### config.mk
export PLATFORM = sky130hd
export DESIGN_NAME = hazard_ctrl
export DESIGN_NICKNAME = d
export VERILOG_FILES = /design/src/rtl/rv32.sv /design/src/rtl/hazard_ctrl.sv
export SDC_FILE = /design/constraint.sdc
export NUM_CORES = 1
export LEC_CHECK = 0
export BUFFER_PORTS_ARGS = -buffer_cell sky130_fd_sc_hd__buf_2
export CAP_MARGIN = 20
export CORE_MARGIN = 5
export CORE_UTILIZATION = 28
export DETAILED_ROUTE_END_ITERATION = 10
export PLACE_DENSITY_LB_ADDON = 0.2
export SYNTH_ARGS = -nofsm -noshare
export SYNTH_HDL_FRONTEND = slang
export SYNTH_SLANG_ARGS = --single-unit
export TNS_END_PERCENT = 5
### constraint.sdc
create_clock -name clk -period 1.9 [get_ports clk]
set_clock_uncertainty 0.2 [all_clocks]
set_input_delay 0 -clock clk [delete_from_list [all_inputs] [get_ports clk]]
set_output_delay 0 -clock clk [all_outputs]
set_load 0.02 [all_outputs]
### src/rtl/rv32.sv
// Shared rv32 core types.
package rv32;
  typedef logic [31:0] word;
endpackage

### src/rtl/hazard_ctrl.sv
// Hazard and sequencing controller: load-use bubbles, data-memory wait/timeout,
// branch/trap redirects and the post-redirect fetch-flush window.
module hazard_ctrl #(
  parameter int unsigned MEM_TIMEOUT  = 16,
  parameter int unsigned FLUSH_CYCLES = 1
) (
  input  logic       clk,
  input  logic       rst_n,
  input  logic       id_valid,
  input  logic [4:0] id_rs1,
  input  logic [4:0] id_rs2,
  input  logic       id_uses_rs1,
  input  logic       id_uses_rs2,
  input  logic       ex_valid,
  input  logic       ex_is_load,
  input  logic [4:0] ex_rd,
  input  logic       ex_branch_taken,
  input  rv32::word  ex_branch_target,
  input  logic       mem_req,
  input  logic       mem_ack,
  input  logic       trap_i,
  input  rv32::word  trap_vector,
  output logic       stall_fetch,
  output logic       stall_decode,
  output logic       stall_ex,
  output logic       flush_if,
  output logic       bubble_ex,
  output logic       flush_ex,
  output logic       pc_redirect,
  output rv32::word  pc_target,
  output logic       mem_timeout,
  output logic [1:0] state_o
);

  typedef enum logic [1:0] {
    StRun     = 2'd0,
    StMemWait = 2'd1,
    StFlush   = 2'd2
  } state_e;

  localparam logic [7:0] WaitLast  = 8'(MEM_TIMEOUT - 1);
  localparam logic [2:0] FlushLast = 3'(FLUSH_CYCLES - 1);

  state_e     state_q, state_d;
  logic [7:0] wait_cnt_q, wait_cnt_d;
  logic [2:0] flush_cnt_q, flush_cnt_d;

  logic load_use;
  logic mem_stall;

  assign load_use = ex_valid && ex_is_load && id_valid && (ex_rd != 5'd0) &&
                    ((id_uses_rs1 && (id_rs1 == ex_rd)) || (id_uses_rs2 && (id_rs2 == ex_rd)));
  assign mem_stall = mem_req && !mem_ack;

  always_ff @(posedge clk or negedge rst_n) begin
    if (!rst_n) begin
      state_q     <= StRun;
      wait_cnt_q  <= 8'd0;
      flush_cnt_q <= 3'd0;
    end else begin
      state_q     <= state_d;
      wait_cnt_q  <= wait_cnt_d;
      flush_cnt_q <= flush_cnt_d;
    end
  end

  always_comb begin
    state_d      = state_q;
    wait_cnt_d   = wait_cnt_q;
    flush_cnt_d  = flush_cnt_q;
    stall_fetch  = 1'b0;
    stall_decode = 1'b0;
    stall_ex     = 1'b0;
    flush_if     = 1'b0;
    bubble_ex    = 1'b0;
    flush_ex     = 1'b0;
    pc_redirect  = 1'b0;
    pc_target    = '0;
    mem_timeout  = 1'b0;
    state_o      = state_q;

    if (!rst_n) begin
      // Pipeline registers see bubbles while the core is held in reset.
      flush_if  = 1'b1;
      bubble_ex = 1'b1;
      state_o   = 2'd0;
    end else if (trap_i) begin
      pc_redirect = 1'b1;
      pc_target   = trap_vector;
      flush_if    = 1'b1;
      flush_ex    = 1'b1;
      state_d     = StFlush;
      flush_cnt_d = 3'd0;
    end else begin
      unique case (state_q)
        StRun: begin
          if (mem_stall) begin
            stall_fetch  = 1'b1;
            stall_decode = 1'b1;
            stall_ex     = 1'b1;
            state_d      = StMemWait;
            wait_cnt_d   = 8'd0;
          end else if (ex_branch_taken) begin
            pc_redirect = 1'b1;
            pc_target   = ex_branch_target;
            flush_if    = 1'b1;
            bubble_ex   = 1'b1;
            state_d     = StFlush;
            flush_cnt_d = 3'd0;
          end else if (load_use) begin
            stall_fetch  = 1'b1;
            stall_decode = 1'b1;
            bubble_ex    = 1'b1;
          end
        end
        StMemWait: begin
          if (mem_ack) begin
            state_d = StRun;
          end else begin
            stall_fetch  = 1'b1;
            stall_decode = 1'b1;
            stall_ex     = 1'b1;
            if (wait_cnt_q == WaitLast) begin
              mem_timeout = 1'b1;
              state_d     = StRun;
            end else begin
              wait_cnt_d = wait_cnt_q + 8'd1;
            end
          end
        end
        StFlush: begin
          flush_if = 1'b1;
          if (mem_stall) begin
            // Window is frozen while memory holds the pipe.
            stall_fetch  = 1'b1;
            stall_decode = 1'b1;
            stall_ex     = 1'b1;
          end else if (flush_cnt_q == FlushLast) begin
            state_d = StRun;
          end else begin
            flush_cnt_d = flush_cnt_q + 3'd1;
          end
        end
        default: state_d = StRun;
      endcase
    end
  end

endmodule

=== Yosys cells after proc, flatten, opt, wreduce, memory -nomap -nowiden ===
Cells that the tools add are included.

* Add/subtract/negate cells: 2
* Equal/unequal tests: 15
* Multiplexer cells: 55
* Bitwise logic cells: 1
* Reductions and logical operators: 18

{| class="wikitable"
|+ Operators with widths
! kind !! count
|-
| $mux 32 || 5
|-
| $mux 1 || 28
|-
| $mux 8 || 3
|-
| $mux 2 || 8
|-
| $pmux 8 s2 || 1
|-
| $mux 3 || 5
|-
| $ne 3x3->1 const B || 5
|-
| $reduce_and 6->1 || 2
|-
| $eq 5x5->1 || 2
|-
| $add 8x1->8 const B || 1
|-
| $eq 8x4->1 const B || 1
|-
| $ne 4x4->1 const B || 2
|-
| $logic_and 1x1->1 || 7
|-
| $ne 2x2->1 const B || 3
|-
| $pmux 2 s3 || 1
|-
| $pmux 3 s2 || 1
|-
| $reduce_and 5->1 || 1
|-
| $reduce_bool 5->1 || 1
|-
| $pmux 1 s2 || 2
|-
| $add 3x1->3 const B || 1
|-
| $logic_not 3->1 || 1
|-
| $pmux 1 s3 || 1
|-
| $reduce_bool 3->1 || 1
|-
| $eq 2x1->1 const B || 1
|-
| other kinds (7) || 7
|}

* Bits in registers: 13
* Logic and storage cells: 94

=== Longest topological paths before layout ===
Gate-level depths: netlist of the first run.

* Depth in word-level cells: 10
* Mapped depth: 7

=== Least setup slack after synthesis of the first run ===
No wires, ideal clock.

* Path type: reg-to-output
* From: register state_q[1]
* To: output port stall_fetch
* Data arrival time: 1.658 ns
* Data required time: 1.700 ns
* Setup slack: 0.042 ns
* Cell stages (with the launch flop): 6
* Path buffers: 1
* Cells stage by stage: dfrtp_1 > and2b_2 > a21oi_1 > nor3_1 > a31o_2 > buf_4

* Cells in the longest elaborated chain, start to end: 4
* Elaborated cells between the ends (all ways): 6
* Classes of those cells: 2 x eq/ne; 3 x mux; 1 x reduce/logical

{| class="wikitable"
|+ RTL lines
! what !! line !! source
|-
| start: declaration || hazard_ctrl.sv:44 || <nowiki>state_e state_q, state_d;</nowiki>
|-
| start signal: assignment || hazard_ctrl.sv:57 || <nowiki>state_q <= StRun;</nowiki>
|-
| start signal: assignment || hazard_ctrl.sv:61 || <nowiki>state_q <= state_d;</nowiki>
|-
| $eq 2x2->1 (tied with other cells) || n/a ||
|-
| $pmux 1 s3 (*) || n/a ||
|-
| $mux 1 (*) (2 in series) || n/a ||
|-
| end: declaration || hazard_ctrl.sv:23 || <nowiki>output logic stall_fetch,</nowiki>
|}

Mark *: on every way between the ends. The rest lies on a longest branch, timed or not.

=== Final worst setup path of the first run ===
* From: register state_q[1]
* To: register wait_cnt_q[5]

* Cells in the longest elaborated chain, start to end: 3
* Elaborated cells between the ends (all ways): 8
* Classes of those cells: 4 x eq/ne; 1 x mux; 3 x reduce/logical

{| class="wikitable"
|+ RTL lines
! what !! line !! source
|-
| $eq 2x1->1 or $logic_not 2->1 (tied branches) || hazard_ctrl.sv:95 || <nowiki>unique case (state_q)</nowiki>
|-
| $ne 2x2->1 (no source line) or $reduce_bool 2->1 (tied branches) || n/a ||
|-
| $reduce_and 6->1 (no source line) || n/a ||
|-
| end signal: assignment || hazard_ctrl.sv:62 || <nowiki>wait_cnt_q <= wait_cnt_d;</nowiki>
|-
| end: declaration || hazard_ctrl.sv:45 || <nowiki>logic [7:0] wait_cnt_q, wait_cnt_d;</nowiki>
|}

Several ways; a longest one is shown, not always the timed one.
A chain may end at the register's enable or synchronous reset.

==> impl_metrics.tcl, run 1 <==
set metrics [dict create \
    arrival_ps 1880 \
    proportion_of_total_power_due_to_net_switching 0.330 \
    cts-buffers-inserted 3 \
    yosys.area_share.xor_xnor 0.101 \
    die_width_um 80.5 \
    internal_power_uw 817 \
    async_reset_ff_frac 1.00 \
    post_synth_most_frequent_cells "sky130_fd_sc_hd__a22o_1 (32), sky130_fd_sc_hd__dfrtp_1 (13), sky130_fd_sc_hd__nor2_1 (13)" \
    ys.flop_type "sky130_fd_sc_hd__dfrtp_1" \
    core_region_area_um2 4790 \
    ir_worst_vdd_uv 476 \
    end_kind "flip-flop" \
    yosys.area_share.adder 0.0270 \
    synth.cell_area_um2 1390 \
    clk_network_pwr_share 0.189 \
    combinationalPowerShare 0.551 \
    rsz_0062_raised_after_global_routing "true" \
    drt_drc_violations_left 0 \
    post-place-cells 362 \
    fp.dieH_um 80.5 \
    final_period_util 1.04 \
    actual_transition_at_the_worst_max_transition_pin_ps 354 \
    die_ar_um2 6470 \
    portBuffers 131 \
    synth_top_area_share 0.234 \
    syn_inst 160 \
    slew_headroom 0.763 \
    largest_family_of_logic_cells_by_synthesized_area "compound AO/OA/AOI/OAI gates" \
    grt_antenna_before_repair 0 \
    slew_violations 0 \
    cts_max_path_buffers 2 \
    yosys-mux-area-fraction 0.0180 \
    post-route-cell-area_um2 2680 \
    worst_skew_pair.late_latency_ps 240 \
    worst_hold_path_type "input pin to asynchronous set/reset pin" \
    tritoncts_num_sinks 13 \
    via_per_inst 4.82 \
    diodes 0 \
    grt_pass1_wl_um 8370 \
    ctsRootBufferMaster "sky130_fd_sc_hd__clkbuf_8" \
    antenna_violating_nets_post_route 0 \
    failed_checks "negative setup slack" \
    layout.cells.non_filler 382 \
    power_leakage_uw 0.00134 \
    setup_viol 42 \
    final_nets 409 \
    ys_ff_latch 13 \
    area_growth_syn_to_layout_pct 92.5 \
    pin_count 132 \
    finalPower_uw 1220 \
    seq_power_share 0.260 \
    maximum_number_of_pins_on_one_net_before_global_route_repair 34 \
    synth_area_per_cell_um2 8.69 \
    ys_top_cells_by_area "sky130_fd_sc_hd__dfrtp_1 (23%), sky130_fd_sc_hd__a22o_1 (20%), sky130_fd_sc_hd__xnor2_1 (6.3%)" \
    criticalPathCategory "flip-flop to flip-flop" \
    globalRouteTotalUtil 0.161 \
    p_sw_uw 402 \
    total_count_of_hold_check_failures_in_the_final_report 0 \
    cts.clk_slew.worst_paths_ps 50 \
    initial_core_util 0.290 \
    synth.largest_area_cell "sky130_fd_sc_hd__dfrtp_1" \
    post_synth_and_or_nand_nor_area_fraction 0.263 \
    edff_count_synth 0 \
    drt-wirelength-per-cell_um 15.4 \
    cap_violations 0 \
    final_util 0.559 \
    complex_gate_fraction_of_the_synthesized_area 0.311 \
    num_rows 25 \
    detailedRoute.firstPassIterationCount 4 \
    achievable-frequency_mhz 508 \
    tritoncts "built" \
    synth.yosys.warnings 0 \
    grt_overflow_total 0 \
    routabilityCongestion 0.752 \
    path_max_fanout 7 \
    dp.final_hpwl_um 4410 \
    finalWorstPathRequiredPeriod_ps 1970 \
    routed_wl_um 5890 \
    timing.critical_path.required_ps 1810 \
    yosys_cell_types 48 \
    outcome "finished with violations" \
    drtIter0Drc 47 \
    fin_ws_ps -67.3 \
    post_route_cells_drive_above_1_share 0.597 \
    power.density_cell_area_nw_per_um2 456 \
    yosys.cell_count.top_type "sky130_fd_sc_hd__a22o_1" \
    worstSetupStartpointType "flip-flop" \
    cts_max_level 1 \
    mappedNetlistNets 253 \
    placement.cell_area_um2 2200 \
    n_fill_cell 440 \
    synth-seq-area-share 0.234 \
    routed-via-count 1843 \
    first_global_vias 1770 \
]
-- layer usage --
metal  share of wire  GRT usage  wire [µm]
met1            0.36      0.171       2150
met2            0.54      0.315       3170
met3           0.088     0.0336        516
met4          0.0092     0.0405         54
met5               0          0          0
-- area by class of cell --
type | instances | area [µm²] | area share
timing repair buffer | 162 | 1160 | 0.433
multi-input combinational | 133 | 1050 | 0.393
sequential | 13 | 327 | 0.122
inverter | 3 | 11.3 | 0.00421
tap | 67 | 83.8 | 0.0313
clock buffer | 4 | 45.0 | 0.0168
-- power groups by stage --
stage	logic (µW)	registers (µW)	clock network, µW
detailed placement	538	322	0
floorplan	311	320	0
global route	721	320	263
finish	672	317	230
global placement	536	321	0
CTS	612	314	245
-- registers in the layout (all words and copies together), names as in the netlist --
register / flops
state_q: 2
wait_cnt_q: 8
flush_cnt_q: 3
-- worst max-delay path, stage by stage (launching register included) --
cell,delay (ps)
sky130_fd_sc_hd__dfrtp_1,390
sky130_fd_sc_hd__buf_6,130
sky130_fd_sc_hd__or3b_4,260
sky130_fd_sc_hd__o21ai_4,60
sky130_fd_sc_hd__or3_4,410
sky130_fd_sc_hd__nor3_4,310
sky130_fd_sc_hd__nor2_1,70
-- placed cells by master, fill, tap and decap left out, types with 2 or more instances in the layout --
cell type,n
sky130_fd_sc_hd__buf_2,96
sky130_fd_sc_hd__nor2_1,13
sky130_fd_sc_hd__nand2_1,11
sky130_fd_sc_hd__nand4_1,4
sky130_fd_sc_hd__buf_4,33
sky130_fd_sc_hd__xnor2_1,10
sky130_fd_sc_hd__a22o_1,32
sky130_fd_sc_hd__ha_1,2
sky130_fd_sc_hd__a21oi_1,6
sky130_fd_sc_hd__buf_6,24
sky130_fd_sc_hd__xor2_1,6
sky130_fd_sc_hd__or3_4,2
sky130_fd_sc_hd__nand2b_1,2
sky130_fd_sc_hd__nand3_1,5
sky130_fd_sc_hd__buf_12,2
sky130_fd_sc_hd__clkbuf_8,3
sky130_fd_sc_hd__and2_1,2
sky130_fd_sc_hd__buf_16,2
sky130_fd_sc_hd__inv_1,3
sky130_fd_sc_hd__o21ai_0,2
sky130_fd_sc_hd__dfrtp_1,12
sky130_fd_sc_hd__nor3_1,3
sky130_fd_sc_hd__nor2b_2,2
sky130_fd_sc_hd__dlygate4sd3_1,4
-- per-stage QoR --
step           hold WS [ps]  setup WS, ps  setup TNS [ps]
6_report               41.6         -67.3           -1580
2_1_floorplan          -496          42.1               0
3_3_place_gp           -340         0.390               0
3_5_place_dp           -343         -55.9            -138
5_1_grt                63.1          -190           -5950
4_1_cts                26.7         -60.1           -1550
-- cell families (layout without fill, tap and decap cells) --
| logic type | Yosys count | in the layout |
|---|---|---|
| XOR/XNOR | 16 | 16 |
| multiplexers | 2 | 2 |
| buffers and inverters | 14 | 169 |
| adder cells (fa/ha/maj) | 3 | 3 |
| AO/OA/AOI/OAI | 52 | 52 |
| flip-flops | 13 | 13 |
| AND/OR/NAND/NOR | 60 | 60 |
-- path summary, 6_finish.rpt --
check / startpoint / endpoint / slack (ps) / cells after the start
hold reg to reg: wait_cnt_q[1] / wait_cnt_q[1] / 330 / 2
hold / removal: rst_n / wait_cnt_q[3] / 40 / 2
min in group clk: trap_i / flush_cnt_q[1] / 40 / 4
max in group asynchronous: rst_n / flush_cnt_q[1] / 1070 / 3
setup reg to reg: state_q[1] / wait_cnt_q[5] / -70 / 6
setup / recovery: state_q[1] / wait_cnt_q[5] / -70 / 6
-- repair_timing --
action	CTS	global route
setup buffers	5	4
hold endpoints to repair	15	0
hold buffers	4	0
gates resized for setup	47	26
cloned	2	1
pin swaps	6	12
endpoints found under the setup margin	41	44
No activity file was read; power rests on OpenSTA's default activity.
==> run 2: changes to the inputs <==
SETUP_SLACK_MARGIN = 0.3   (was default)
==> run 2 against run 1 <==
The run still ends with negative setup slack left. Critical path depth did not move. Sequential cell count is the same. Power fell by 3.7%. Cell count decreased by 2.6%. Non-clock buffer count fell by 10. Global-route usage decreased by 1.5 points. Critical path type is now flip-flop to output port.
==> impl_metrics.tcl, run 2 (synthesis results as in run 1) <==
set metrics [dict create \
    placement.cell_area_um2 2200 \
    via_per_inst 4.74 \
    die_width_um 80.5 \
    setup_viol 32 \
    cts-buffers-inserted 3 \
    outcome "finished with violations" \
    dp.final_hpwl_um 4320 \
    drt-wirelength-per-cell_um 14.8 \
    achievable-frequency_mhz 507 \
    hold_slack_ps 42.6 \
    tritoncts_num_sinks 13 \
    routed-via-count 1763 \
    globalRouteTotalUtil 0.145 \
    routed_wl_um 5490 \
    layout.cells.most_common "sky130_fd_sc_hd__buf_2" \
    end_kind "output port" \
    diodes 0 \
    rsz_0062_raised_after_global_routing "true" \
    fin_ws_ps -72.9 \
    power.density_cell_area_nw_per_um2 458 \
    register_area_um2 325 \
    final_nets 399 \
    total_count_of_hold_check_failures_in_the_final_report 0 \
    core_region_area_um2 4790 \
    worst_setup_path_startpoint "state_q[1]" \
    final_period_util 1.04 \
    finalWorstPathRequiredPeriod_ps 1970 \
    maximum_number_of_pins_on_one_net_before_global_route_repair 34 \
    initial_core_util 0.290 \
    grt_overflow_total 0 \
    pin_count 132 \
    drtIter0Drc 58 \
    grt_pass1_wl_um 7530 \
    slew_violations 0 \
    arrival_ps 1770 \
    path_max_fanout 16 \
    cts_max_level 1 \
    first_global_vias 1606 \
    routabilityCongestion 0.760 \
    regMostFlops "wait_cnt_q" \
    portBuffers 131 \
    detailedRoute.firstPassIterationCount 4 \
    actual_transition_at_the_worst_max_transition_pin_ps 364 \
    cts.clk_slew.worst_paths_ps 50 \
    largest_register_ffs 8 \
    post-route-cell-area_um2 2560 \
    drt_drc_violations_left 0 \
    ir_worst_vdd_uv 438 \
    tritoncts "built" \
    worstSetupStartpointType "flip-flop" \
    ctsRootBufferMaster "sky130_fd_sc_hd__clkbuf_8" \
    failed_checks "negative setup slack" \
    grt_antenna_before_repair 0 \
    finalPower_uw 1170 \
    fp.dieH_um 80.5 \
    worst_hold_path_type "input pin to flip-flop" \
    timing.critical_path.required_ps 1700 \
    reg.largest.list "wait_cnt_q: 8 flops, flush_cnt_q: 3 flops, state_q: 2 flops" \
    area_growth_syn_to_layout_pct 84.2 \
    post_route_cells_drive_above_1_share 0.580 \
    n_fill_cell 452 \
    cap_violations 0 \
    worstReg2RegStart "wait_cnt_q[1]" \
    antenna_violating_nets_post_route 0 \
    hold_start "trap_i" \
    ff2ff_path_depth 6 \
    num_rows 25 \
    multi_input_area_um2 1040 \
    die_ar_um2 6470 \
    worst_skew_pair.late_latency_ps 230 \
    most_used_cells_in_the_layout_excluding_fill_and_tap_cells "sky130_fd_sc_hd__buf_2 (94), sky130_fd_sc_hd__a22o_1 (32), sky130_fd_sc_hd__buf_6 (26), sky130_fd_sc_hd__buf_4 (25)" \
    whs_path_depth 3 \
    slew_headroom 0.757 \
    power_leakage_uw 0.00129 \
    criticalPathCategory "flip-flop to output port" \
    cts_max_path_buffers 2 \
]
## run 2: cell count changes in the layout (fill, tap and decap cells not counted), sizes merged
cell,before,now
dlymetal6s4s,0,1
dlygate4sd3,4,3
buf,157,147
## run 2: per-stage QoR
step            util  setup slack, ps  std cells  setup TNS (ps)
6_report       0.535            -72.9        372           -1550
5_1_grt        0.535             -162        372           -5340
4_1_cts        0.499            -70.6        367           -1480
3_5_place_dp   0.460            -21.2        361            -123
3_3_place_gp   0.460           -0.112        361          -0.112
2_1_floorplan      -             76.8        160               0
## run 2: final timing paths
path,endpoint,slack [ps]
worst max-delay path,pc_target[14],-70
worst min-delay path,flush_cnt_q[2],40
worst max register to register,wait_cnt_q[3],20
worst min register to register,wait_cnt_q[1],320
max in group asynchronous,wait_cnt_q[0],810
min in group asynchronous,wait_cnt_q[4],430
## run 2: power breakdown
group          leakage [µW]  internal [µW]  switching (µW)
sequential         0.000178            299            17.7
combinational       0.00109            338             286
clock             0.0000228            147            85.8
total               0.00129            785             389
## run 2: routing by layer
metal  up-vias  global-route usage  wire length [µm]
li1        890                   -                 -
met1       811               0.162              2080
met2        60               0.281              2970
met3         2              0.0247               427
met4         0              0.0355                19
met5         -                   0                 0
## run 2: area by class of cell
type                    count  share of cell area
repair buffers            152               0.413
inverters                   3             0.00440
clock buffers               4              0.0176
well taps                  67              0.0327
multi-input cells         133               0.405
flip-flops and latches     13               0.127
## run 2: critical path, stage by stage, from the launching register on
cell and delay, ps:
sky130_fd_sc_hd__dfrtp_1 410, sky130_fd_sc_hd__or2_4 270, sky130_fd_sc_hd__nand3b_1 220, sky130_fd_sc_hd__nor2_4 170
sky130_fd_sc_hd__clkbuf_16 190, sky130_fd_sc_hd__a22o_1 130, sky130_fd_sc_hd__buf_4 140
## run 2: what timing repair did
| action | 4_1_cts | 5_1_grt |
|---|---|---|
| endpoints found under the setup margin | 50 | 52 |
| hold buffers | 2 | 2 |
| gates resized for setup | 43 | 31 |
| hold endpoints to repair | 14 | 13 |
| buffers inserted | 0 | 2 |
| pin swaps | 18 | 13 |
| gates cloned | 0 | 1 |
==> run 3: changes to the inputs <==
RECOVER_POWER = 50   (was default)
SETUP_SLACK_MARGIN = default   (was 0.3)
==> run 3 against run 2 <==
The run still ends with negative setup slack left. Sequential power hardly changed. Power increased by 3.9%. Maximum frequency is 0.50% higher. Clock-buffer cell count is the same. Combinational power is 7.7% higher. Worst setup slack improved by 9.8 ps. Cell count rose by 2.7%. Worst hold slack worse by 4.3 ps. Sequential cell count is the same. Design area increased by 4.5%. Die area is the same. First-iteration DRC count shrank 19%. Largest cell class unchanged. Highest routed layer unchanged.
==> impl_metrics.tcl, run 3 (synthesis results as in run 1) <==
set metrics [dict create \
    outcome "finished with violations" \
    failed_checks "negative setup slack" \
    criticalPathCategory "flip-flop to flip-flop" \
    actual_transition_at_the_worst_max_transition_pin_ps 354 \
    grt_pass1_wl_um 8370 \
    slew_headroom 0.763 \
    critical_path.cell_chain "buf_6 -> or3b_4 -> o21ai_4 -> or3_4 -> nor3_4 -> nor2_1" \
    cts-buffers-inserted 3 \
    power_leakage_uw 0.00134 \
    tritoncts_num_sinks 13 \
    n_fill_cell 440 \
    finalWorstPathRequiredPeriod_ps 1960 \
    ff2ff_path_depth 6 \
    reg.largest.list "wait_cnt_q: 8 flops, flush_cnt_q: 3 flops, state_q: 2 flops" \
    fin_ws_ps -63.1 \
    combinationalPowerShare 0.551 \
    end_kind "flip-flop" \
    via_per_inst 4.83 \
    power.density_cell_area_nw_per_um2 455 \
    family_of_cells_with_the_greatest_summed_delay_on_the_critical_path "simple AND/OR/NAND/NOR gates" \
    ctsRootBufferMaster "sky130_fd_sc_hd__clkbuf_8" \
    cp.depth 6 \
    multi_input_area_um2 1050 \
    worstReg2RegStart "state_q[1]" \
    total_count_of_hold_check_failures_in_the_final_report 0 \
    largest_register_ffs 8 \
    maximum_number_of_pins_on_one_net_before_global_route_repair 34 \
    worstSetupEndpoint "wait_cnt_q[5]" \
    hold_slack_ps 38.2 \
    timing.setup.tns_ps -1550 \
    layout.cells.non_filler 382 \
    cts_max_path_buffers 2 \
    achievable-frequency_mhz 509 \
    path_max_fanout 7 \
    detailedPlace.worstSlack_ps -55.9 \
    core_region_area_um2 4790 \
    finalPower_uw 1220 \
    num_rows 25 \
    fp.dieH_um 80.5 \
    worst_setup_path_startpoint "state_q[1]" \
    drt_drc_violations_left 0 \
    area_growth_syn_to_layout_pct 92.5 \
    register_area_um2 327 \
    routabilityCongestion 0.752 \
    diodes 0 \
    globalRouteTotalUtil 0.161 \
    worst_hold_path_type "input pin to asynchronous set/reset pin" \
    grt_overflow_total 0 \
    drt-wirelength-per-cell_um 15.4 \
    dp.final_hpwl_um 4410 \
    tritoncts "built" \
    arrival_ps 1870 \
    die_width_um 80.5 \
    grt_antenna_before_repair 0 \
    worst_reg2reg_setup_slack_ps -60 \
    post-place-cells 362 \
    final_nets 409 \
    critical_path.n_buffers_inverters 1 \
    initial_core_util 0.290 \
    clk_network_pwr_share 0.189 \
    seq_power_share 0.260 \
    p_sw_uw 402 \
    routed_wl_um 5890 \
    rsz_0062_raised_after_global_routing "true" \
    layout.cells.most_common "sky130_fd_sc_hd__buf_2" \
    worst_skew_pair.late_latency_ps 240 \
    worst_path_largest_cell_delay_ps 410 \
    setup_viol 42 \
    post_route_cells_drive_above_1_share 0.597 \
    r2r_end "wait_cnt_q[5]" \
    portBuffers 131 \
    most_used_cells_in_the_layout_excluding_fill_and_tap_cells "sky130_fd_sc_hd__buf_2 (96), sky130_fd_sc_hd__a22o_1 (32), sky130_fd_sc_hd__buf_4 (32), sky130_fd_sc_hd__buf_6 (24), sky130_fd_sc_hd__nor2_1 (13)" \
    routed-via-count 1844 \
    proportion_of_total_power_due_to_net_switching 0.330 \
    cts_max_level 1 \
    regMostFlops "wait_cnt_q" \
    drtIter0Drc 47 \
    antenna_violating_nets_post_route 0 \
    worstSetupStartpointType "flip-flop" \
    cap_violations 0 \
    slew_violations 0 \
    pin_count 132 \
    timing.critical_path.slowest_stage_cell "sky130_fd_sc_hd__or3_4" \
    timing.critical_path.required_ps 1810 \
    internal_power_uw 817 \
    first_global_vias 1770 \
    ir_worst_vdd_uv 476 \
    die_ar_um2 6470 \
    cts.clk_slew.worst_paths_ps 50 \
    final_period_util 1.03 \
    detailedRoute.firstPassIterationCount 4 \
]
[run 3: cell count changes in the layout (fill, tap and decap cells not counted), moves of 2 or more]
cell and delta:
sky130_fd_sc_hd__nor2b_1 -2, sky130_fd_sc_hd__buf_2 +2, sky130_fd_sc_hd__buf_6 -2, sky130_fd_sc_hd__buf_16 +2
sky130_fd_sc_hd__nor2b_2 +2, sky130_fd_sc_hd__buf_4 +7
[run 3: worst min path at each step]
stage | start | to | slack [ps] | cells after the start
2_1_floorplan | rst_n | flush_cnt_q[0] | -500 | 0
3_3_place_gp | rst_n | wait_cnt_q[3] | -340 | 1
3_5_place_dp | rst_n | wait_cnt_q[0] | -340 | 1
4_1_cts | rst_n | wait_cnt_q[2] | 30 | 2
5_1_grt | rst_n | wait_cnt_q[2] | 60 | 2
6_report | rst_n | wait_cnt_q[3] | 40 | 2
[run 3: per-layer routing]
metal | routed length [µm] | global-route usage | share of wire
met3 | 516 | 0.0336 | 0.088
met4 | 54 | 0.0405 | 0.0092
met2 | 3170 | 0.315 | 0.54
met5 | 0 | 0 | 0
met1 | 2150 | 0.171 | 0.36
[run 3: power groups by stage]
stage	Sequential, µW	Clock, µW	Combinational [µW]
CTS	314	245	612
global route	320	263	721
global placement	321	0	536
detailed placement	322	0	538
finish	317	230	672
floorplan	320	0	311
[run 3: layout make-up]
class                      instances  area share
timing repair buffer             162       0.433
multi-input combinational        133       0.393
sequential                        13       0.122
tap                               67      0.0313
clock buffer                       4      0.0168
inverter                           3     0.00421
[run 3: timing repair]
action | CTS | global route
gates resized for setup | 47 | 26
hold buffers | 4 | 0
endpoints found under the hold margin | 15 | 0
setup endpoints to repair | 41 | 44
cloned | 2 | 1
setup buffers | 5 | 4
pin swaps | 6 | 12
[run 3: worst reg2reg max path, delay by kind of cell, from the launching register on]
family / cells / cell delay, ps
compound gates: 1 / 60
flops: 1 / 390
buf+inv: 1 / 130
simple gates: 4 / 1050
[run 3: stage by stage]
| step | cell area, µm² | utilization |
|---|---|---|
| floorplan | 1390 | - |
| global placement | 2200 | 0.460 |
| detailed placement | 2200 | 0.460 |
| CTS | 2520 | 0.527 |
| global route | 2680 | 0.559 |
| finish | 2680 | 0.559 |
